File: src/rtl/ctrl_edicion_campos.sv
// ctrl_edicion_campos: edit-mode controller that picks the adjustable BCD field and issues up/down/blink signals.
module ctrl_edicion_campos #(
  parameter int TIMEOUT_CYC = 1500000000,
  parameter int BLINK_CYC   = 25000000,
  parameter int TO_W        = 31,
  parameter int BL_W        = 25
) (
  input  logic       clk,
  input  logic       reset,
  input  logic [1:0] grp_sel,
  input  logic       btn_prog,
  input  logic       btn_left,
  input  logic       btn_right,
  input  logic       btn_up,
  input  logic       btn_down,
  output logic [3:0] en_count,
  output logic       enUP,
  output logic       enDOWN,
  output logic       edit_mode,
  output logic       blink
);
  localparam logic [TO_W-1:0] TO_LAST = TO_W'(TIMEOUT_CYC - 1);
  localparam logic [BL_W-1:0] BL_LAST = BL_W'(BLINK_CYC - 1);
  typedef enum logic {IDLE, EDIT} state_t;
  state_t state, state_nx;
  logic prog_q, left_q, right_q;
  logic prog_e, left_e, right_e, move, enter;
  logic [1:0] grp_lat, cursor;
  logic [TO_W-1:0] to_cnt;
  logic [BL_W-1:0] bl_cnt;
  assign prog_e  = btn_prog & ~prog_q;
  assign left_e  = btn_left & ~left_q;
  assign right_e = btn_right & ~right_q;
  // opposite edges on the same clock cancel and count as no move
  assign move  = left_e ^ right_e;
  assign enter = (state == IDLE) && (state_nx == EDIT);
  always_ff @(posedge clk or posedge reset)
    if (reset) state <= IDLE;
    else       state <= state_nx;
  always_comb
    state_nx = (state == IDLE) ? (prog_e ? EDIT : IDLE)
                               : ((prog_e || to_cnt == TO_LAST) ? IDLE : EDIT);
  always_comb begin
    edit_mode = (state == EDIT);
    en_count  = !edit_mode        ? 4'd0 :
                grp_lat == 2'd0   ? 4'd1 + {2'b00, cursor} :
                grp_lat == 2'd1   ? 4'd4 + {2'b00, cursor} :
                cursor == 2'd2    ? 4'd7 : 4'd8 + {2'b00, cursor};
    enUP      = edit_mode & btn_up & ~btn_down;
    enDOWN    = edit_mode & btn_down & ~btn_up;
  end
  always_ff @(posedge clk or posedge reset)
    if (reset) begin
      {prog_q, left_q, right_q} <= 3'b000;
      grp_lat <= 2'd0;
      cursor  <= 2'd0;
      to_cnt  <= '0;
      bl_cnt  <= '0;
      blink   <= 1'b0;
    end else begin
      {prog_q, left_q, right_q} <= {btn_prog, btn_left, btn_right};
      if (enter) begin
        grp_lat <= (grp_sel == 2'd3) ? 2'd0 : grp_sel;
        cursor  <= 2'd0;
        to_cnt  <= '0;
        bl_cnt  <= '0;
        blink   <= 1'b1;
      end else if (state_nx == IDLE) begin
        to_cnt <= '0;
        bl_cnt <= '0;
        blink  <= 1'b0;
      end else begin
        to_cnt <= (left_e | right_e | btn_up | btn_down) ? '0 : to_cnt + 1'b1;
        if (move) begin
          cursor <= right_e ? (cursor == 2'd2 ? 2'd0 : cursor + 2'd1)
                            : (cursor == 2'd0 ? 2'd2 : cursor - 2'd1);
          bl_cnt <= '0;
          blink  <= 1'b1;
        end else if (bl_cnt == BL_LAST) begin
          bl_cnt <= '0;
          blink  <= ~blink;
        end else bl_cnt <= bl_cnt + 1'b1;
      end
    end
endmodule

File: config.mk
export PLATFORM = sky130hd
export DESIGN_NAME = ctrl_edicion_campos
export DESIGN_NICKNAME = d
export VERILOG_FILES = /design/src/rtl/ctrl_edicion_campos.sv
export SDC_FILE = /design/constraint.sdc
export NUM_CORES = 1
export LEC_CHECK = 0
export CAP_MARGIN = 20
export CORE_MARGIN = 10
export CORE_UTILIZATION = 64
export CTS_CLUSTER_SIZE = 8
export DETAILED_ROUTE_END_ITERATION = 8
export PLACE_DENSITY_LB_ADDON = 0.15
export SLEW_MARGIN = 25
export SYNTH_ARGS = -nofsm -noshare
export SYNTH_HDL_FRONTEND = slang
export SYNTH_SLANG_ARGS = --single-unit
File: constraint.sdc
create_clock -name clk -period 5.4 [get_ports clk]
set_input_delay 0.81 -clock clk [delete_from_list [all_inputs] [get_ports clk]]
set_output_delay 0.81 -clock clk [all_outputs]
set_load 0.01 [all_outputs]
==> qor.csv <==
stage,metric,value,unit
yosys,synth_cell_types,34,
die,coreArea,5110,sq um
yosys,avgSynthCellArea,9.69,sq um
worst_setup_path,crit_path_max_fanout,5,
sta,setup_tns,0,ps
power,p_leak,1.47,nW
sta,finalMaxSlewViolations,0,
cells_and_area,mostFrequentLayoutCells,"nor2_1, dfrtp_1, xnor2_1",
cells_and_area,areaGrowthSynthToFinish,11.1,%
placed_design,placed_cells,424,
yosys,synth-seq-cells,65,
drt,totalWireLength,6460,microns
clock_tree,cts_max_path_buffers,2,
placed_design,io_buffers,16,
cells_and_area,final_common_cell,nor2_1,
die,dieWidth,92.4,microns
clock_tree,post_cts_resized,0,
cells_and_area,layout-drive-gt1-share,5.71,%
yosys,syn_inst,346,
clock_tree,postCtsSetupRepairBufs,0,
clock_tree,cts_buffers,9,
worst_setup_path,slowest_delay,560,ps
yosys,netlist_area,3350,sq um
sta,period_needed,2870,ps
yosys,yosysSeqAreaShare,48.5,%
worst_setup_path,rr_worst_depth,6,
worst_setup_path,crit_chain,inv_1 -> ha_1 -> mux2_2 -> nor2_1 -> clkdlybuf4s50_1,
clock_tree,insertion_delay,350,ps
drt,wl_per_cell,14.7,microns
die,start_util,65.6,%
yosys,synth_ff_type,dfrtp_1,
sta,fmax,348,MHz
yosys,synth_edf_count,0,
sta,setup_viol,0,
drt,vias,2447,
sta,timing.final.hold_violations,0,
clock_tree,cts_tree,yes,
cells_and_area,fin_util,72.9,%
grt,grt_pass1_wl,11700,microns
worst_setup_path,arrival,2060,ps
worst_setup_path,rrSetupSlack,2770,ps
min_path,min_path_cells,1,
cells_and_area,layout.cells.non_filler,438,
die,dieHeight,92.4,microns
yosys,ys_async_sr_fraction,100,%
outcome,outcome,finished clean,
drt,firstDrtPassIters,4,
worst_setup_path,reg2reg_from,to_cnt[0]$_DFF_PP0_,
cells_and_area,nets,381,
worst_setup_path,criticalPathCategory,flop to primary output,
job,max_cap_viol_count,0,
die,dieArea,8530,sq um
placed_design,gp_congestion,0.809,
grt,antenna_found_initial,0,
min_path,hp-class,flop to flop,
drt,drc_errors,0,
grt,track_usage,16.7,%
placed_design,dp_slack,2530,ps
sta,period_share,53.1,%
sta,grt_setup_unrepaired,no,
min_path,hp-start,bl_cnt[0]$_DFF_PP0_,
yosys,ys_warn_count,0,
worst_setup_path,worst_r2r_endpoint,bl_cnt[6]$_DFF_PP0_,
grt,overflow,0,
die,rows,26,
placed_design,dpl.hpwl,4310,microns
worst_setup_path,crit_slowest_cell,clkdlybuf4s50_1,
clock_tree,cts.clk_slew.worst_paths,70,ps
clock_tree,htreeDepth,3,
grt,grt_max_degree,66,
min_path,worstHoldEndpoint,bl_cnt[0]$_DFF_PP0_,
clock_tree,clockRootBuffer,clkbuf_8,
sta,maxSlewHeadroom,44.5,%
clock_tree,cts.sinks,65,
sta,setup_slack,2530,ps
cells_and_area,antenna_cells,0,
grt,grt_pass1_vias,2590,
yosys,synthesis.nets,362,
sta,finClkSkew,9.89,ps
worst_setup_path,crit_path_end_kind,primary output,
power,p_per_area,285,nW/um^2
sta,worst_slew_pin_slew,833,ps
die,ios,17,
clock_tree,cts_hold_buf,0,
worst_setup_path,required,4590,ps
drt,drt_iter0_drc,130,
worst_setup_path,startpoint_type,flop,
power,vdd.ir_drop.worst,0.227,mV
drt,viasPerCell,5.59,
drt,ant_nets,0,
-- sequential cells by signal, summed over array words and instances (netlist names), 2 cells and up --
| register | count |
|---|---|
| bl_cnt | 25 |
| grp_lat | 2 |
| cursor | 2 |
| to_cnt | 31 |
-- layer usage --
metal	share of wire (%)	track usage (%)
met2	51	27.9
met1	46	20.3
met4	1.3	7.71
met5	0	0
met3	2.5	3.39
-- final cells by class --
type / instances / area [sq um]
tap: 70 / 87.6
fill: 365 / 1380
clock buffer: 10 / 138
sequential: 65 / 1630
inverter: 11 / 41.3
timing repair buffer: 17 / 168
clock inverter: 4 / 45.0
multi-input combinational: 261 / 1620
-- kinds of logic after synthesis --
| logic type | share of synthesized area [%] |
|---|---|
| simple gates | 29.2 |
| flops | 48.5 |
| xor+xnor | 13.8 |
| buf+inv | 3.32 |
| compound gates | 1.83 |
| fa+ha+maj | 2.61 |
| mux | 0.635 |
-- report_power, final --
| part | total [mW] | internal (mW) | leakage (nW) | switching (mW) |
|---|---|---|---|---|
| clock | 0.398 | 0.218 | 0.0978 | 0.180 |
| sequential | 0.522 | 0.502 | 0.893 | 0.0206 |
| combinational | 0.142 | 0.0659 | 0.477 | 0.0757 |
-- worst max-delay path by stage --
stage                                startpoint                  end  slack, ps  cells past startpoint
after global routing      cursor[0]$_DFFE_PP0P_          en_count[1]       2460                      6
after CTS                 cursor[0]$_DFFE_PP0P_          en_count[0]       2510                      5
after detailed placement               btn_down               enDOWN       2530                      3
final                     cursor[0]$_DFFE_PP0P_          en_count[0]       2530                      5
after global placement                 btn_prog  to_cnt[3]$_DFF_PP0_       2450                      5
after floorplan                           reset  bl_cnt[0]$_DFF_PP0_       2960                      1
-- critical path: cells and delay by family (launching register included) --
| family | cells | cell delay [ps] |
|---|---|---|
| buffers and inverters | 2 | 660 |
| DFF | 1 | 450 |
| muxes | 1 | 270 |
| adders and majority gates | 1 | 240 |
| and+or+nand+nor | 1 | 110 |
-- metrics by stage --
step	hold WS, ps	power (mW)	cell area (sq um)
after global placement	440	0.665	3540
after CTS	477	1.07	3720
final	472	1.06	3720
after global routing	506	1.10	3720
after floorplan	421	0.619	3350
after detailed placement	453	0.674	3540
-- Yosys cell counts, drive strengths merged (2+ instances only) --
cell     n  area (sq um)
nand4   11          68.8
a21oi    3          15.0
buf      8          66.3
and4     6          52.6
nand3b   2          15.0
or2      2          12.5
inv     11          41.3
and2     3          18.8
nand2   20          75.1
nor4b    5          43.8
nor2    71           267
nand2b   5          31.3
nor4    11          68.8
nor4bb   3          30.0
o21ai    3          15.0
xnor2   38           333
o311a    2          31.3
nand3   20           105
dfrtp   65          1630
ha       7          87.6
nor3    14          70.1
xor2    15           131
nor3b    4          30.0
and3    12          75.1
Note: power is estimated with default switching activity, not from simulation.
